### src/rtl/vend_ctrl_core.sv
// vend_ctrl_core: vending sales controller (row/column select, coin credit, pay, dispense, refund).
// Define VEND_CHANGE_EN to dispense on overpayment and return the change; otherwise exact pay only.
module vend_ctrl_core #(
   parameter int NUM_ROWS    = 4,
   parameter int NUM_COLS    = 4,
   parameter int KEY_W       = 2,
   parameter int VAL_W       = 10,
   parameter int MAX_CREDIT  = 200,
   parameter int ID_TIMEOUT  = 500,
   parameter int PAY_TIMEOUT = 2000,
   parameter int HOLD_CYC    = 100
) (
   input  logic             clk,
   input  logic             rst,
   input  logic             key_strobe,
   input  logic [KEY_W-1:0] key_idx,
   input  logic             cancel,
   input  logic             got_coin,
   input  logic [2:0]       coin,
   input  logic             prod_valid,
   input  logic [VAL_W-1:0] price_in,
   output logic [KEY_W-1:0] sel_row,
   output logic [KEY_W-1:0] sel_col,
   output logic [VAL_W-1:0] credit,
   output logic [VAL_W-1:0] change_val,
   output logic             release_product,
   output logic             back_money,
   output logic             coin_reject,
   output logic [2:0]       state
);
   localparam int M1 = ID_TIMEOUT > PAY_TIMEOUT ? ID_TIMEOUT : PAY_TIMEOUT;
   localparam int TW = $clog2(M1 > HOLD_CYC ? M1 : HOLD_CYC) + 1;
   localparam logic [2:0] S_IDLE = 3'd0, S_SEL_COL = 3'd1, S_CHECK = 3'd2,
                          S_PAY = 3'd3, S_DISPENSE = 3'd4, S_REFUND = 3'd5;

   logic [2:0]       state_nxt;
   logic [TW-1:0]    timer, hold;
   logic [VAL_W-1:0] val, disp_chg;
   logic [VAL_W:0]   sum;
   logic             row_ok, col_ok, t_id, t_pay, hold_done, has_credit;
   logic             suff, over, disp_back, acc, pay_exit;

   always_comb begin
      val = coin == 3'd1 ? VAL_W'(1) : coin == 3'd2 ? VAL_W'(2) : coin == 3'd3 ? VAL_W'(5) :
            coin == 3'd4 ? VAL_W'(10) : coin == 3'd5 ? VAL_W'(20) : '0;
      sum = {1'b0, credit} + {1'b0, val};
      row_ok = key_strobe && int'(key_idx) < NUM_ROWS;
      col_ok = key_strobe && int'(key_idx) < NUM_COLS;
      t_id = timer == TW'(ID_TIMEOUT - 1);
      t_pay = timer == TW'(PAY_TIMEOUT - 1);
      hold_done = hold == TW'(HOLD_CYC - 1);
      has_credit = credit != '0;
      pay_exit = state == S_PAY && state_nxt != S_PAY;
      // Coins only land before dispense/refund, and never in the cycle PAY resolves
      acc = got_coin && val != '0 && !state[2] && !pay_exit && sum <= (VAL_W + 1)'(MAX_CREDIT);
   end

`ifdef VEND_CHANGE_EN
   assign suff      = credit >= price_in;
   assign over      = 1'b0;
   assign disp_chg  = credit - price_in;
   assign disp_back = credit != price_in;
`else
   assign suff      = credit == price_in;
   assign over      = credit > price_in;
   assign disp_chg  = '0;
   assign disp_back = 1'b0;
`endif

   always_ff @(posedge clk or negedge rst)
      if (!rst) state <= S_IDLE;
      else state <= state_nxt;

   always_comb begin
      state_nxt = state;
      case (state)
         S_IDLE:     state_nxt = row_ok ? S_SEL_COL : (cancel && has_credit) ? S_REFUND : S_IDLE;
         S_SEL_COL:  state_nxt = col_ok ? S_CHECK : (cancel || t_id) ? (has_credit ? S_REFUND : S_IDLE) : S_SEL_COL;
         S_CHECK:    state_nxt = prod_valid ? S_PAY : has_credit ? S_REFUND : S_IDLE;
         S_PAY:      state_nxt = suff ? S_DISPENSE : over ? S_REFUND :
                                 (cancel || t_pay) ? (has_credit ? S_REFUND : S_IDLE) : S_PAY;
         S_DISPENSE,
         S_REFUND:   state_nxt = hold_done ? S_IDLE : state;
         default:    state_nxt = S_IDLE;
      endcase
   end

   always_ff @(posedge clk or negedge rst)
      if (!rst) begin
         timer <= '0;
         hold  <= '0;
      end else begin
         timer <= (state_nxt != state || (state == S_PAY && acc)) ? '0 :
                  (state == S_SEL_COL || state == S_PAY) ? timer + 1'b1 : timer;
         hold  <= state_nxt != state ? '0 : state[2] ? hold + 1'b1 : hold;
      end

   always_ff @(posedge clk or negedge rst)
      if (!rst) begin
         sel_row         <= '0;
         sel_col         <= '0;
         credit          <= '0;
         change_val      <= '0;
         release_product <= 1'b0;
         back_money      <= 1'b0;
         coin_reject     <= 1'b0;
      end else begin
         coin_reject <= got_coin && !acc;
         if (state[2] && hold_done) begin
            sel_row         <= '0;
            sel_col         <= '0;
            credit          <= '0;
            change_val      <= '0;
            release_product <= 1'b0;
            back_money      <= 1'b0;
         end else begin
            if (acc) credit <= sum[VAL_W-1:0];
            if (state == S_IDLE && row_ok) sel_row <= key_idx;
            if (state == S_SEL_COL && col_ok) sel_col <= key_idx;
            if (state == S_PAY && suff) begin
               change_val      <= disp_chg;
               release_product <= 1'b1;
               back_money      <= disp_back;
            end else if (state_nxt == S_REFUND && state != S_REFUND) begin
               change_val <= acc ? sum[VAL_W-1:0] : credit;
               back_money <= 1'b1;
            end
         end
      end
endmodule

### config.mk
export PLATFORM = sky130hd
export DESIGN_NAME = vend_ctrl_core
export DESIGN_NICKNAME = d
export VERILOG_FILES = /design/src/rtl/vend_ctrl_core.sv
export SDC_FILE = /design/constraint.sdc
export NUM_CORES = 1
export LEC_CHECK = 0
export ABC_AREA = 1
export CORE_ASPECT_RATIO = 0.7
export CORE_MARGIN = 3
export CORE_UTILIZATION = 50
export CTS_BUF_LIST = sky130_fd_sc_hd__clkbuf_16
export CTS_CLUSTER_DIAMETER = 150
export DETAILED_ROUTE_END_ITERATION = 8
export PLACE_DENSITY = 0.74
export SETUP_SLACK_MARGIN = 0.02
export SLEW_MARGIN = 20
export SYNTH_ARGS = -nofsm -noshare
export SYNTH_HDL_FRONTEND = slang
export SYNTH_SLANG_ARGS = --single-unit
### constraint.sdc
create_clock -name clk -period 6 [get_ports clk]
set_clock_uncertainty 0.1 [all_clocks]
set_input_delay 1.2 -clock clk [delete_from_list [all_inputs] [get_ports clk]]
set_output_delay 1.2 -clock clk [all_outputs]
set_load 0.02 [all_outputs]
After elaboration in Yosys (flattened, before gate mapping)
Cells that the tools add are included.
{ "word_totals": {"ff_bits": 54, "inputBits": 21, "out_inout_bits": 30, "word_cells": 97} }
{ "classes": {"add_sub_neg": 3, "order_cmp": 2, "n_eq_ne": 18, "muxes": 34, "reduce_logical": 30} }
{ "ops": {"columns": ["op", "n"], "rows": [
  ["$mux 10", 5],
  ["$mux 12", 4],
  ["$mux 3", 10],
  ["$mux 5", 5],
  ["$add 12x1->12 const B", 2],
  ["$reduce_bool 10->1", 2],
  ["$eq 3x3->1 const B", 5],
  ["$pmux 3 s5", 1],
  ["$logic_and 1x1->1", 13],
  ["$eq 12x11->1 const B", 1],
  ["$eq 12x7->1 const B", 1],
  ["$eq 12x9->1 const B", 1],
  ["$eq 3x2->1 const B", 4],
  ["$add 10x5->11", 1],
  ["$le 11x8->1 const B", 1],
  ["$eq 10x10->1", 1],
  ["$gt 10x10->1", 1],
  ["$reduce_bool 2->1", 5],
  ["$mux 2", 4],
  ["$eq 3x1->1 const B", 2],
  ["$mux 1", 5],
  ["$logic_or 1x1->1", 4],
  ["$logic_not 1->1", 3],
  ["$logic_not 3->1", 1],
  ["other kinds (5)", 5]
]} }

Longest topological paths before layout
Gate-level depths: netlist of run 1.
{ "logic_depth": {"ltp_word": 15, "mapped_depth": 18, "depth_no_buf": 18} }

Least setup slack after synthesis of run 1
Ideal clock, no wire load.
{ "synth_timing": {"kind": "input port to flip-flop", "start": "input coin[0]", "end": "register timer[9]", "setup_time_ps": 122, "arrival_ps": 2993, "t_required_ps": 5778, "setup_slack_ps": 2785, "path_stages": 13, "path_buffers": 1, "path_cell_list": "inv_1 -> nor2_1 -> ha_1 -> fa_1 -> nand3_1 -> nand3_1 -> xnor2_1 -> nand3_1 -> nand2_2 -> nand4_1 -> nand3_2 -> buf_6 -> nor2_2"} }
{ "synth_between": {"elab_chain_cells": 14, "elab_cells_between_ends": 21, "cone_classes": "add/sub: 1; order compare: 1; eq/ne: 5; mux: 6; reduce/logical: 8"} }
{ "synth_rtl": {"columns": ["element", "line_no", "rtl"], "rows": [
  ["from (decl)", "19", "input logic [2:0] coin,"],
  ["$eq 3x3->1", "45", "coin == 3'd4 ? VAL_W'(10) : coin == 3'd5 ? VAL_W'(20) : '0;"],
  ["$mux 5 (2 in a row)", "45", null],
  ["$mux 5 (2 in a row)", "44", "val = coin == 3'd1 ? VAL_W'(1) : coin == 3'd2 ? VAL_W'(2) : coin == 3'd3 ? VAL_W'(5) :"],
  ["$mux 5 (*)", "44", null],
  ["branches (longest 4 deep; another with $add 10x5->11)", null, null],
  ["$logic_and 1x1->1 (*)", "55", "acc = got_coin && val != '0 && !state[2] && !pay_exit && sum <= (VAL_W + 1)'(MAX_CREDIT);"],
  ["$logic_and 1x1->1 (*)", "93", "timer <= (state_nxt != state || (state == S_PAY && acc)) ? '0 :"],
  ["$logic_or 1x1->1 (*)", "93", null],
  ["$mux 12 or $reduce_bool 2->1 (tied branches)", null, null],
  ["to (signal assigned)", "93", null],
  ["to (decl)", "37", "logic [TW-1:0] timer, hold;"]
]} }
Mark *: on every way between the ends.
A chain may end at the register's enable or synchronous reset.

Final worst setup path of run 1
{ "layout_timing": {"start": "input coin[0]", "end": "register timer[0]"} }
Same word-level chain as after synthesis.

==> flow_metrics.tcl, run 1 <==
set metrics [dict create \
    power_density_nw_per_um2 163 \
    drive_above_1_share_pct 5.85 \
    crit_family "simple AND/OR/NAND/NOR gates" \
    min_path_type "flop to flop" \
    die_y_um 77 \
    clock_sinks 54 \
    initial_core_util_pct 52.3 \
    slowest_stage "fa_1" \
    path_class "primary input to flop" \
    worstPathCellList "clkdlybuf4s50_1, inv_1, nor2_1, ha_1, fa_1, nand3_1, nand3_1, xnor2_1, nand3_1, nand2_2, nand4_1, nand3_2, nor2_1" \
    worstSetupStartpointType "primary input" \
    fillers 653 \
    synth-seq-cells 54 \
    die_area_um2 8270 \
    wl_um 8890 \
    io_pins 51 \
    wire_per_inst_um 13.5 \
    utilization_pct 62.8 \
    worst-path-buf-inv 2 \
    synth.distinct_cells 32 \
    syn-cell-area_um2 3600 \
    grt_max_degree 55 \
    grt_pass1_vias 3188 \
    cp_slowest_stage_delay_ns 0.47 \
    diodes 0 \
    clock_path_buffers 2 \
    fp-row-count 25 \
    grt_first_pass_wirelength_um 15200 \
    hold_buffers 0 \
    yosys_warnings 0 \
    tightest_slew_ns 0.670 \
    cts_tree "done" \
    yosysTopAreaCellShare_pct 37.5 \
    fin_nets 604 \
    status "completed" \
    critPathRequiredTime_ns 6.07 \
    max_freq_mhz 263 \
    io_buffers 50 \
    timing.final.crit_share_pct 63.5 \
    period_minus_slack_ns 3.81 \
    cts_resized 0 \
    postRouteAntennaNets 0 \
    worst_slack_ns 2.19 \
    synthesis.nets 549 \
    die_x_um 107 \
    slew_headroom_pct 55.4 \
    setup_tns_ns 0 \
    final_cells 658 \
    grt_usage_pct 23.0 \
    cp.arrival_ns 3.88 \
    cap_viol_max_count 0 \
    cp-end-kind "flop" \
    h-tree-depth 2 \
    num_vias 3371 \
    rsz0062_at_grt "false" \
    cts_root_buffer "clkbuf_16" \
    finalHoldViolations 0 \
    overflow 0 \
    cts_setup_buffers 0 \
    syn_inst 510 \
    route.detailed.drc 0 \
    crit_fanout 12 \
    area_growth_pct 20.0 \
    cp_common_cell "nand3_1" \
    power_leakage_nw 2.22 \
    grt_antenna_before_repair 0 \
    hpwlAfterDp_um 6920 \
    cts_buffers 5 \
    peakVddDrop_mv 0.0990 \
    globalplace.congestion 0.930 \
    first_pass_iters 6 \
    drv_slew 0 \
    insertion_delay_ns 0.29 \
    routed_via_density 5.12 \
    ys_seq_area_share_pct 37.5 \
    core_um2 6880 \
    cts.clk_slew.worst_paths_ns 0.06 \
    post-place-cells 652 \
    synth_area_leaders "dfrtp_1, nand2_1, nand3_1" \
    postSynthAreaPerCell_um2 7.06 \
    synth_top_area_cell "dfrtp_1" \
    dpl_worst_slack_ns 1.92 \
    first_iter_violations 234 \
    setup_viol 0 \
]
-- per-layer routing --
metal	wire, um	global-route usage, %	vias to the layer above
met5	0	0	-
met4	85	4.41	0
met3	734	5.55	9
met2	3410	31.0	116
met1	4660	37.1	1520
li1	-	-	1726
-- worst min-delay path, cell delays in order (launching register included) --
cell     delay, ns
dfrtp_1       0.34
nand2_1       0.05
o21ai_0       0.05
-- kinds of logic (layout without fill, tap and decap cells) --
| logic type | Yosys count | in the layout | synth area share, % |
|---|---|---|---|
| DFF | 54 | 54 | 37.5 |
| xor gates and xnor gates | 15 | 15 | 3.65 |
| muxes | 2 | 2 | 0.556 |
| buffers and inverters | 79 | 133 | 8.76 |
| AOI/OAI and AO/OA | 25 | 25 | 3.72 |
| adders and majority gates | 18 | 18 | 6.46 |
| and+or+nand+nor | 317 | 317 | 39.3 |
-- power breakdown --
group          internal (W)  switching (W)  total (W)
registers          0.000364   0.0000000766   0.000364
clock network      0.000148       0.000115   0.000264
logic             0.0000302      0.0000445  0.0000747
total              0.000543       0.000160   0.000703
-- worst paths after layout --
kind	from	to	slack, ns	cells past startpoint
max in group asynchronous	rst	change_val[5]$_DFFE_PN0P_	4.42	2
min	sel_col[0]$_DFFE_PN0P_	sel_col[0]$_DFFE_PN0P_	0.38	2
max reg2reg	credit[8]$_DFF_PN0_	change_val[2]$_DFFE_PN0P_	3.16	13
max	coin[0]	timer[0]$_DFFE_PN0P_	2.19	13
min reg2reg	sel_col[0]$_DFFE_PN0P_	sel_col[0]$_DFFE_PN0P_	0.38	2
min in group asynchronous	rst	credit[9]$_DFF_PN0_	0.92	2
-- state kept, by name (all words and copies together), names as in the netlist --
name / flops
back_money: 1
change_val: 10
coin_reject: 1
credit: 10
hold: 12
release_product: 1
sel_col: 2
sel_row: 2
state: 3
timer: 12
-- layout by cell type (no fill, tap or decap), types with 2 or more instances in the layout --
cell / synthesis / final
clkdlybuf4s50_1: 0 / 49
nor3_1: 7 / 7
nor2_1: 73 / 73
dfrtp_1: 54 / 54
clkinv_1: 2 / 3
o21ai_0: 11 / 11
mux2i_1: 2 / 2
nor2_4: 4 / 4
nand2_2: 7 / 7
a21oi_1: 8 / 8
ha_1: 17 / 17
o21ai_1: 2 / 2
inv_1: 73 / 73
xor2_1: 9 / 9
clkbuf_16: 0 / 5
nand3_2: 3 / 3
xnor2_1: 6 / 6
nand2_1: 137 / 137
nand4_1: 13 / 13
nand3b_1: 2 / 2
nand3_1: 57 / 57
nor2_2: 10 / 10
-- synthesized netlist by cell type --
cell type  count
nand2_1      137
inv_1         73
nor2_1        73
nand3_1       57
dfrtp_1       54
ha_1          17
nand4_1       13
o21ai_0       11
nor2_2        10
xor2_1         9
a21oi_1        8
nand2_2        7
nor3_1         7
xnor2_1        6
nor2_4         4
nand3_2        3
buf_6          2
clkinv_1       2
mux2i_1        2
nand3b_1       2
o21ai_1        2
a21boi_1       1
and3_1         1
buf_4          1
fa_1           1
inv_2          1
nor3_2         1
nor3b_1        1
nor4_1         1
o211ai_1       1
o21bai_1       1
o22ai_1        1
-- cell type report --
class	count	area (um^2)	area share [%]
multi-input combinational	377	1930	44.8
sequential	54	1350	31.3
timing repair buffer	51	503	11.6
inverter	76	285	6.60
clock buffer	5	125	2.90
tap	94	118	2.72
clock inverter	1	3.75	0.0869
-- per-stage QoR --
stage | hold WS [ns] | total power, W | area, um^2
floorplan | 0.412 | 0.000413 | 3600
global placement | 0.372 | 0.000443 | 4190
detailed placement | 0.373 | 0.000445 | 4190
CTS | 0.388 | 0.000710 | 4320
global route | 0.432 | 0.000741 | 4320
finish | 0.380 | 0.000703 | 4320
Power figures use the tool's default switching activity.
==> inputs of run 2 (changes only) <==
--- a/config.mk
+++ b/config.mk
@@ -12,7 +12,7 @@
 export CTS_BUF_LIST = sky130_fd_sc_hd__clkbuf_16
 export CTS_CLUSTER_DIAMETER = 150
 export DETAILED_ROUTE_END_ITERATION = 8
-export PLACE_DENSITY = 0.74
+export PLACE_DENSITY = 0.77
 export SETUP_SLACK_MARGIN = 0.02
 export SLEW_MARGIN = 20
 export SYNTH_ARGS = -nofsm -noshare
==> constraint.sdc (replaced) <==
create_clock -name clk -period 3.2 [get_ports clk]
set_clock_uncertainty 0.1 [all_clocks]
set_input_delay 0.64 -clock clk [delete_from_list [all_inputs] [get_ports clk]]
set_output_delay 0.64 -clock clk [all_outputs]
set_load 0.02 [all_outputs]
==> flow_metrics.tcl, run 2 (synthesized netlist as in run 1, its figures left out) <==
set metrics [dict create \
    status "completed" \
    cp-end-kind "flop" \
    wl_um 9350 \
    hold_buffers 0 \
    grt_usage_pct 23.6 \
    reg_top3 "hold: 12 flops, timer: 12 flops" \
    postRouteAntennaNets 0 \
    h-tree-depth 2 \
    core_um2 6880 \
    cts_resized 0 \
    regArea_um2 1350 \
    wire_per_inst_um 13.7 \
    cts_tree "done" \
    dpl_cell_area_um2 4350 \
    final_cell_mix "nand2_1, inv_1, nor2_1, nand3_1, dfrtp_1" \
    grt_pass1_vias 3309 \
    cap_viol_max_count 0 \
    power_density_nw_per_um2 304 \
    fin_nets 624 \
    worstPathCellList "clkdlybuf4s50_1, xnor2_2, nor2_1, fa_1, nand3_1, nand3_1, xnor2_1, nand3_1, nand2_2, buf_4, nand4_1, nand3_1, nand2_1" \
    overflow 0 \
    cp.arrival_ns 3.01 \
    worstSetupStartpointType "primary input" \
    area_growth_pct 25.2 \
    hpwlAfterDp_um 7310 \
    route.detailed.drc 0 \
    io_buffers 50 \
    fillers 619 \
    cts_buffers 5 \
    drv_slew 0 \
    cts_setup_buffers 0 \
    io_pins 51 \
    cts_root_buffer "clkbuf_16" \
    num_vias 3491 \
    tightest_slew_ns 0.481 \
    cp_common_cell "nand3_1" \
    slowest_stage "clkdlybuf4s50_1" \
    die_y_um 77 \
    timing.final.crit_share_pct 92.1 \
    dpl_worst_slack_ns -0.182 \
    cp_slowest_stage_delay_ns 0.53 \
    path_class "primary input to flop" \
    max_freq_mhz 339 \
    cts.clk_slew.worst_paths_ns 0.07 \
    grt_first_pass_wirelength_um 15700 \
    final_area_um2 4510 \
    setup_viol 0 \
    routed_via_density 5.13 \
    die_area_um2 8270 \
    min_path_type "primary input to asynchronous set/reset pin" \
    insertion_delay_ns 0.29 \
    final_common_cell "nand2_1" \
    grt_max_degree 35 \
    clock_path_buffers 2 \
    fp-row-count 25 \
    diodes 0 \
    crit_fanout 4 \
    setup_tns_ns 0 \
    die_x_um 107 \
    peakVddDrop_mv 0.250 \
    drive_above_1_share_pct 9.39 \
    globalplace.congestion 0.919 \
    slew_headroom_pct 67.9 \
    rsz0062_at_grt "false" \
    first_iter_violations 293 \
    initial_core_util_pct 52.3 \
    finalHoldViolations 0 \
    clock_sinks 54 \
    power_leakage_nw 2.34 \
    first_pass_iters 4 \
    critPathRequiredTime_ns 3.27 \
    grt_antenna_before_repair 0 \
    multi_input_area_um2 1950 \
    worst_slack_ns 0.254 \
    period_minus_slack_ns 2.95 \
]
==> run 2: cell types whose count changed in the layout (fill, tap and decap cells not counted) <==
cell / before / now
nand3_4: 0 / 1
nand3_2: 3 / 2
buf_4: 1 / 20
buf_12: 0 / 1
clkdlybuf4s50_1: 49 / 48
xnor2_2: 0 / 1
dlymetal6s2s_1: 0 / 1
inv_1: 73 / 74
xnor2_1: 6 / 5
clkinv_2: 0 / 1
==> run 2: power breakdown <==
group	internal (W)	switching [W]
clock	0.000284	0.000236
combinational	0.0000771	0.0000899
sequential	0.000683	0.000000147
total	0.00104	0.000326
==> run 2: stage by stage <==
stage / cells / hold WS (ns) / utilization [%] / total power, W
after floorplan: 510 / 0.244 / - / 0.000775
after global placement: 672 / 0.370 / 63.3 / 0.000857
after detailed placement: 672 / 0.371 / 63.3 / 0.000860
after CTS: 680 / 0.219 / 65.3 / 0.00138
after global routing: 680 / 0.241 / 65.5 / 0.00142
final: 680 / 0.203 / 65.5 / 0.00137
==> run 2: worst max-delay path: cells and delay by family <==
| kind | cells | cell delay (ns) |
|---|---|---|
| and+or+nand+nor | 8 | 0.87 |
| buffers and inverters | 2 | 0.67 |
| adders and majority gates | 1 | 0.46 |
| xor gates and xnor gates | 2 | 0.36 |
==> run 2: worst paths after layout <==
path / cells past startpoint / endpoint / start / slack [ns]
worst max-delay path: 13 / change_val[0]$_DFFE_PN0P_ / coin[1] / 0.25
worst min register to register: 2 / sel_row[1]$_DFFE_PN0P_ / sel_row[1]$_DFFE_PN0P_ / 0.38
max in group asynchronous: 2 / change_val[0]$_DFFE_PN0P_ / rst / 1.98
min in group clk: 2 / sel_row[1]$_DFFE_PN0P_ / sel_row[1]$_DFFE_PN0P_ / 0.38
worst min-delay path: 1 / sel_row[0]$_DFFE_PN0P_ / rst / 0.20
worst max register to register: 12 / change_val[6]$_DFFE_PN0P_ / credit[7]$_DFF_PN0_ / 0.66
==> run 2: layer usage <==
layer	global-route usage [%]	part of all wire, %	up-vias
li1	-	-	1759
met5	0	0	-
met3	4.29	8.7	7
met4	3.53	0.46	0
met2	34.5	41	127
met1	37.1	50	1598
==> run 2: area by class of cell <==
class	instances	area share, %
clock buffer	5	2.77
clock inverter	3	0.277
inverter	76	6.33
multi-input combinational	377	43.2
sequential	54	30.0
tap	94	2.61
timing repair buffer	71	14.8
